$ cat src/rtl/shared_alu_sched.sv
// shared_alu_sched: round-robin arbiter in front of one shared multi-function ALU.
// Optional one-entry result reuse cache enabled by SHARED_ALU_DUP_REUSE_EN.
module shared_alu_sched #(
  parameter int NREQ    = 4,
  parameter int W       = 8,
  parameter int MUL_LAT = 2
) (
  input  logic                    clk,
  input  logic                    rst_n,
  input  logic [NREQ-1:0]         req_valid,
  output logic [NREQ-1:0]         req_ready,
  input  logic [3*NREQ-1:0]       req_op,
  input  logic [W*NREQ-1:0]       req_a,
  input  logic [W*NREQ-1:0]       req_b,
  output logic                    rsp_valid,
  input  logic                    rsp_ready,
  output logic [$clog2(NREQ)-1:0] rsp_id,
  output logic [W-1:0]            rsp_data,
  output logic                    rsp_reused,
  output logic                    busy
);

  localparam int IDW = $clog2(NREQ);

  localparam logic [2:0] OP_ADD = 3'b000;
  localparam logic [2:0] OP_SUB = 3'b001;
  localparam logic [2:0] OP_MUL = 3'b010;
  localparam logic [2:0] OP_AND = 3'b011;
  localparam logic [2:0] OP_OR  = 3'b100;
  localparam logic [2:0] OP_XOR = 3'b101;
  localparam logic [2:0] OP_CMP = 3'b110;

  typedef enum logic [1:0] {
    IDLE = 2'd0,
    EXEC = 2'd1,
    RESP = 2'd2
  } state_t;

  state_t         state_q, state_d;
  logic [IDW-1:0] last_q;
  logic [IDW-1:0] id_q;
  logic [IDW-1:0] rsp_id_q;
  logic [IDW-1:0] gnt_id;
  logic           gnt_vld;
  logic [2:0]     op_q;
  logic [2:0]     sel_op;
  logic [W-1:0]   a_q, b_q;
  logic [W-1:0]   sel_a, sel_b;
  logic [W-1:0]   alu_res;
  logic [W-1:0]   data_q;
  logic [W-1:0]   hit_data;
  logic [2:0]     cnt_q;
  logic           reused_q;
  logic           hit;
  logic           exec_done;

  // Rotating-priority search starting just after the last served requester
  always_comb begin : p_grant
    int             idx;
    logic [IDW-1:0] cand;
    gnt_vld = 1'b0;
    gnt_id  = '0;
    idx     = 0;
    cand    = '0;
    for (int k = 1; k <= NREQ; k++) begin
      idx  = (int'(last_q) + k) % NREQ;
      cand = IDW'(idx);
      if (!gnt_vld && req_valid[cand]) begin
        gnt_vld = 1'b1;
        gnt_id  = cand;
      end
    end
  end

  assign sel_op    = req_op[3*gnt_id +: 3];
  assign sel_a     = req_a[W*gnt_id +: W];
  assign sel_b     = req_b[W*gnt_id +: W];
  assign exec_done = (state_q == EXEC) && (cnt_q == 3'd1);

  // Shared ALU operating on the captured operands
  always_comb begin : p_alu
    alu_res = '0;
    case (op_q)
      OP_ADD:  alu_res = a_q + b_q;
      OP_SUB:  alu_res = a_q - b_q;
      OP_MUL:  alu_res = a_q * b_q;
      OP_AND:  alu_res = a_q & b_q;
      OP_OR:   alu_res = a_q | b_q;
      OP_XOR:  alu_res = a_q ^ b_q;
      OP_CMP:  alu_res = {{(W-1){1'b0}}, a_q > b_q};
      default: alu_res = '0;
    endcase
  end

`ifdef SHARED_ALU_DUP_REUSE_EN
  logic         c_vld_q;
  logic [2:0]   c_op_q;
  logic [W-1:0] c_a_q, c_b_q, c_res_q;
  logic         comm;

  // Match the granted request against the last computed operation
  always_comb begin : p_hit
    comm = (sel_op == OP_ADD) || (sel_op == OP_MUL) ||
           (sel_op == OP_AND) || (sel_op == OP_OR) ||
           (sel_op == OP_XOR);
    hit  = c_vld_q && (sel_op == c_op_q) &&
           (((sel_a == c_a_q) && (sel_b == c_b_q)) ||
            (comm && (sel_a == c_b_q) && (sel_b == c_a_q)));
    hit_data = c_res_q;
  end

  // Remember every freshly computed result
  always_ff @(posedge clk) begin
    if (!rst_n) begin
      c_vld_q <= 1'b0;
      c_op_q  <= '0;
      c_a_q   <= '0;
      c_b_q   <= '0;
      c_res_q <= '0;
    end else if (exec_done) begin
      c_vld_q <= 1'b1;
      c_op_q  <= op_q;
      c_a_q   <= a_q;
      c_b_q   <= b_q;
      c_res_q <= alu_res;
    end
  end
`else
  assign hit      = 1'b0;
  assign hit_data = '0;
`endif

  // FSM state register
  always_ff @(posedge clk) begin
    if (!rst_n) state_q <= IDLE;
    else        state_q <= state_d;
  end

  // FSM next-state logic
  always_comb begin
    state_d = state_q;
    unique case (state_q)
      IDLE: if (gnt_vld)   state_d = hit ? RESP : EXEC;
      EXEC: if (exec_done) state_d = RESP;
      RESP: if (rsp_ready) state_d = IDLE;
      default:             state_d = IDLE;
    endcase
  end

  // FSM outputs: single accept strobe only while idle
  always_comb begin
    req_ready = '0;
    if (rst_n && (state_q == IDLE) && gnt_vld) req_ready[gnt_id] = 1'b1;
    busy      = (state_q != IDLE);
    rsp_valid = (state_q == RESP);
  end

  // Capture, execution countdown, response and pointer update
  always_ff @(posedge clk) begin
    if (!rst_n) begin
      last_q   <= IDW'(NREQ-1);
      id_q     <= '0;
      rsp_id_q <= '0;
      op_q     <= '0;
      a_q      <= '0;
      b_q      <= '0;
      cnt_q    <= '0;
      data_q   <= '0;
      reused_q <= 1'b0;
    end else begin
      if ((state_q == IDLE) && gnt_vld) begin
        op_q  <= sel_op;
        a_q   <= sel_a;
        b_q   <= sel_b;
        id_q  <= gnt_id;
        cnt_q <= (sel_op == OP_MUL) ? 3'(MUL_LAT) : 3'd1;
        if (hit) begin
          data_q   <= hit_data;
          rsp_id_q <= gnt_id;
          reused_q <= 1'b1;
        end
      end
      if (state_q == EXEC) begin
        if (cnt_q == 3'd1) begin
          data_q   <= alu_res;
          rsp_id_q <= id_q;
          reused_q <= 1'b0;
        end else begin
          cnt_q <= cnt_q - 3'd1;
        end
      end
      if ((state_q == RESP) && rsp_ready) last_q <= id_q;
    end
  end

  assign rsp_data   = data_q;
  assign rsp_id     = rsp_id_q;
  assign rsp_reused = reused_q;

endmodule

$ cat config.mk
export PLATFORM = sky130hd
export DESIGN_NAME = shared_alu_sched
export DESIGN_NICKNAME = d
export VERILOG_FILES = /design/src/rtl/shared_alu_sched.sv
export SDC_FILE = /design/constraint.sdc
export NUM_CORES = 1
export LEC_CHECK = 0
export ABC_CLOCK_PERIOD_IN_PS = 4500
export CORE_UTILIZATION = 45
export CTS_BUF_LIST = sky130_fd_sc_hd__clkbuf_2
export DETAILED_ROUTE_END_ITERATION = 10
export PLACE_DENSITY = 0.7
export SLEW_MARGIN = 20
export SYNTH_ARGS = -nofsm -noshare
export SYNTH_HDL_FRONTEND = slang
export SYNTH_SLANG_ARGS = --single-unit
$ cat constraint.sdc
create_clock -name clk -period 4.5 [get_ports clk]
set_clock_uncertainty 0.15 [all_clocks]
set_input_delay 0.9 -clock clk [delete_from_list [all_inputs] [get_ports clk]]
set_output_delay 0.9 -clock clk [all_outputs]
set_load 0.01 [all_outputs]
### Yosys cells after proc, flatten, opt, wreduce, memory -nomap -nowiden

Index checks and enable logic that the tools add are counted.

| word-level totals | value |
|---|---|
| register bits | 38 |
| output and inout port bits | 17 |

| cells by class | value |
|---|---|
| add/subtract/negate cells | 7 |
| multipliers | 2 |
| $lt $le $gt $ge | 7 |
| equal/unequal tests | 13 |
| shift-type cells | 3 |
| multiplexer cells | 28 |
| bitwise logic cells | 3 |
| reduce and logical (&&, ||, !) cells | 17 |

Operator list:

| operator | count |
|---|---|
| $shiftx 32x6->8 | 2 |
| $pmux 8 s7 | 1 |
| $mux 2 | 8 |
| $lt 2x3->1 const B | 5 |
| $shiftx 12x5->3 | 1 |
| $eq 3x2->1 const B | 3 |
| $eq 3x3->1 const B | 3 |
| $logic_and 1x1->1 | 9 |
| $mux 1 | 9 |
| $mux 3 | 3 |
| $add 8x8->8 | 1 |
| $and 8x8->8 | 1 |
| $bmux 1 s2 | 4 |
| $gt 8x8->1 | 1 |
| $mul 8x8->8 | 1 |
| $or 8x8->8 | 1 |
| $sub 8x8->8 | 1 |
| $xor 8x8->8 | 1 |
| $eq 3x1->1 const B | 2 |
| $pmux 2 s3 | 1 |
| $add 2x1->2 const B | 2 |
| $add 2x2->2 const B | 2 |
| $mul 2x2->4 const A | 1 |
| $mux 4 | 1 |
| other kinds (13) | 16 |

### Longest topological paths before layout

| logic depth | value |
|---|---|
| word-level depth | 20 |
| mapped depth | 16 |
| depth with buffers taken out | 16 |

### Worst setup path after synthesis

OpenSTA, ideal clock, no wires.

| timing | value |
|---|---|
| path kind | register -> register |
| start | reg a_q[2] |
| end | reg data_q[6], in the netlist rsp_data[6] |
| data arrival time | 3.538 ns |
| data required time | 4.234 ns |
| slack | 0.696 ns |
| cell stages (with the launch flop) | 15 |
| clock period less this slack | 3.804 ns |
| path through | dfxtp_1 -> ha_1 -> fa_1 -> fa_1 -> ha_1 -> inv_1 -> fa_1 -> inv_1 -> ha_1 -> a21oi_1 -> xor2_1 -> o22ai_1 -> o21ai_0 -> a31oi_1 -> a31o_2 |

| on the way | value |
|---|---|
| longest elaborated chain between the ends | 2 |
| elaborated cells on any way between the ends | 4 |

Ends and longest elaborated chain:

| item | line | RTL |
|---|---|---|
| start: declaration | 47 | `logic [W-1:0] a_q, b_q;` |
| start signal: assignment | 173 | `a_q <= sel_a;` |
| $mul 8x8->8, or another cell as far along | 86 | `OP_MUL: alu_res = a_q * b_q;` |
| $pmux 8 s7 (*) | 83 | `case (op_q)` |
| end signal: assignment | 178 | `data_q <= hit_data;` |
| end signal: assignment | 185 | `data_q <= alu_res;` |
| end: declaration | 50 | `logic [W-1:0] data_q;` |

Every way passes the cells marked *; elsewhere a longest branch is shown, timed or not.
A chain may end at the register's enable or synchronous reset.

### Worst setup path after layout

| timing | value |
|---|---|
| start | reg a_q[0] |
| end | reg data_q[7], in the netlist rsp_data[7] |

Same word-level chain as after synthesis.

==> impl_metrics.json <==
{
  "outcome": "finished clean",
  "place_area_mm2": 0.00507,
  "final_cells": 695,
  "final_common_cell": "clkdlybuf4s50_1",
  "first_iter_violations": 268,
  "period_needed_ns": 4.06,
  "crit_buf_inv": 3,
  "grt-ovfl-total": 0,
  "ys_seq_elements": 38,
  "netlist_area_mm2": 0.00405,
  "synthDistinctLibCells": 60,
  "clkSinkCount": 38,
  "switchingPower_mw": 0.656,
  "clockRootBuffer": "clkbuf_2",
  "final_cell_mix": "98 x clkdlybuf4s50_1, 67 x nor2_1, 52 x inv_1",
  "startpoint_type": "flop",
  "synth_top_area_cell": "dfxtp_1",
  "cts-buffers-inserted": 5,
  "peakVddDrop_v": 0.000127,
  "hold_viol": 0,
  "clkTransAtPathRegs_ns": 0.23,
  "wl_um": 11700,
  "dieHeight_um": 96.9,
  "track_usage_pct": 25.2,
  "die_x_um": 96.9,
  "critPathCaptureType": "flop",
  "layout.nets": 725,
  "routabilityCongestion": 0.922,
  "clockBufferDepth": 2,
  "switching_share_pct": 41.8,
  "viasPerCell": 5.72,
  "critPathMaxFanout": 8,
  "arrival_ns": 4.27,
  "grt_pass1_wl_um": 19400,
  "slew_violations": 0,
  "p_int_mw": 0.914,
  "grt_pass1_vias": 4031,
  "pwr-share-comb_pct": 53.4,
  "seqPwrFrac_pct": 29.0,
  "wl_per_cell_um": 16.9,
  "synth_top_area_share_pct": 18.8,
  "worstMarginPinSlew_ns": 1.06,
  "num_vias": 3974,
  "die-area_mm2": 0.00938,
  "postSynthAreaPerCell_um2": 8.04,
  "p_leak_nw": 2.17,
  "critical_path_required_ns": 4.72,
  "relSlewSlack_pct": 29.1,
  "clockPowerShare_pct": 17.5,
  "clock_latency_ns": 0.41,
  "ys_seq_area_share_pct": 18.8,
  "placed_cells": 687,
  "async_reset_ff_share_pct": 0,
  "ant_nets": 0,
  "cts_max_level": 2,
  "power_density_mw_per_mm2": 304,
  "port-buffer-count": 98,
  "fin_area_mm2": 0.00517,
  "whs_ns": 0.323,
  "drc": 0,
  "grt_max_degree": 41,
  "worst_path_max_delay_cell": "fa_1",
  "path_cells": "inv_1, nor2_1, fa_1, fa_1, ha_1, inv_1, fa_1, inv_1, ha_1, a21o_1, a21oi_1, xnor2_1, xnor2_1, nand3_1, a31oi_1",
  "cts_tree": "yes",
  "cts_resized": 0,
  "drive_above_1_share_pct": 6.64,
  "ctsHoldBuffers": 0,
  "finalSetupViolCount": 0,
  "crit_family": "adder cells",
  "place_worst_setup_slack_ns": 0.464,
  "syn2layout_area_growth_pct": 27.6,
  "antenna_found_initial": 0,
  "final.setup.tns_ns": 0,
  "synth_edf_count": 0,
  "period_share_pct": 90.1,
  "start_util_pct": 46.4,
  "finalPower_mw": 1.57,
  "io_pins": 100,
  "synth_area_leaders": "dfxtp_1 19%, ha_1 13%, fa_1 6.9%",
  "rsz0062_at_grt": "no",
  "cts_post_setup_buffers_inserted": 0,
  "critical_path_class": "reg2reg",
  "core-area_mm2": 0.00872,
  "postLayoutCoreUtil_pct": 59.3,
  "ys_warn_count": 0,
  "slowest_delay_ns": 0.54,
  "max_freq_mhz": 247,
  "synth_cells": 504,
  "drv_cap": 0,
  "dp_hpwl_um": 9440,
  "worst_slack_ns": 0.444,
  "synthesis.nets": 643,
  "synth-main-ff-cell": "dfxtp_1",
  "hp-class": "reg2reg",
  "rows": 34,
  "firstDrtPassIters": 5,
  "n_antenna_cell": 0
}
## tightest hold or removal path, cell delays in order, from the launching register on
cell and delay [ns]:
dfxtp_1 0.37, nand2_1 0.05, a21oi_1 0.05
## Yosys cell counts (4+ instances only)
cell / count
a21oi_1: 31
fa_1: 14
buf_2: 4
nor3_1: 4
a31oi_1: 6
nand2b_1: 10
nand2_1: 33
a222oi_1: 16
dfxtp_1: 38
o21ai_0: 17
mux2_2: 4
xnor2_1: 11
ha_1: 42
mux2i_1: 16
nor2b_1: 6
inv_1: 52
clkbuf_1: 20
a211oi_1: 23
nand3_1: 7
mux2_4: 14
xor2_1: 6
nor4_1: 4
nor2_1: 67
o22ai_1: 4
and3_1: 4
## layer usage
metal | GRT usage (%) | up-vias | part of all wire, %
met5 | 0 | - | 0
met4 | 6.20 | 0 | 1.2
met3 | 5.13 | 12 | 6.9
met2 | 41.7 | 153 | 47
met1 | 33.5 | 1857 | 45
li1 | - | 1952 | -
## power groups by stage
stage	sequential (mW)	combinational [mW]	clock, mW
global route	0.466	0.926	0.293
CTS	0.455	0.835	0.280
detailed placement	0.462	0.830	0
floorplan	0.428	0.585	0
global placement	0.459	0.821	0
finish	0.456	0.839	0.275
## worst paths after layout
check,startpoint,depth (start not counted),endpoint,slack [ns]
worst max register to register,a_q[0],15,rsp_data[7],0.44
worst min register to register,rsp_data[4],2,rsp_data[4],0.32
worst min-delay path,rsp_data[4],2,rsp_data[4],0.32
worst max-delay path,a_q[0],15,rsp_data[7],0.44
## kinds of logic after synthesis
logic type	count (synthesis)	synth area share (%)
fa+ha+maj	56	19.9
other cells	1	0.0926
mux	34	10.3
simple gates	147	16.6
flops	38	18.8
xor+xnor	17	3.68
buf+inv	82	8.46
compound gates	129	22.3
## layout make-up
| class | count | area, um2 |
|---|---|---|
| fillers | 822 | 3550 |
| clock buffers | 5 | 25.0 |
| repair buffers | 105 | 1030 |
| inverters | 52 | 195 |
| well taps | 108 | 135 |
| multi-input cells | 384 | 2950 |
| flip-flops and latches | 38 | 761 |
| clock inverters | 3 | 68.8 |
## sequential cells by signal, indices dropped and copies added (netlist names)
register	count
a_q	8
b_q	8
cnt_q	3
id_q	2
last_q	2
op_q	3
rsp_data	8
rsp_id	2
state_q	2
No activity file was read; power rests on OpenSTA's default activity.
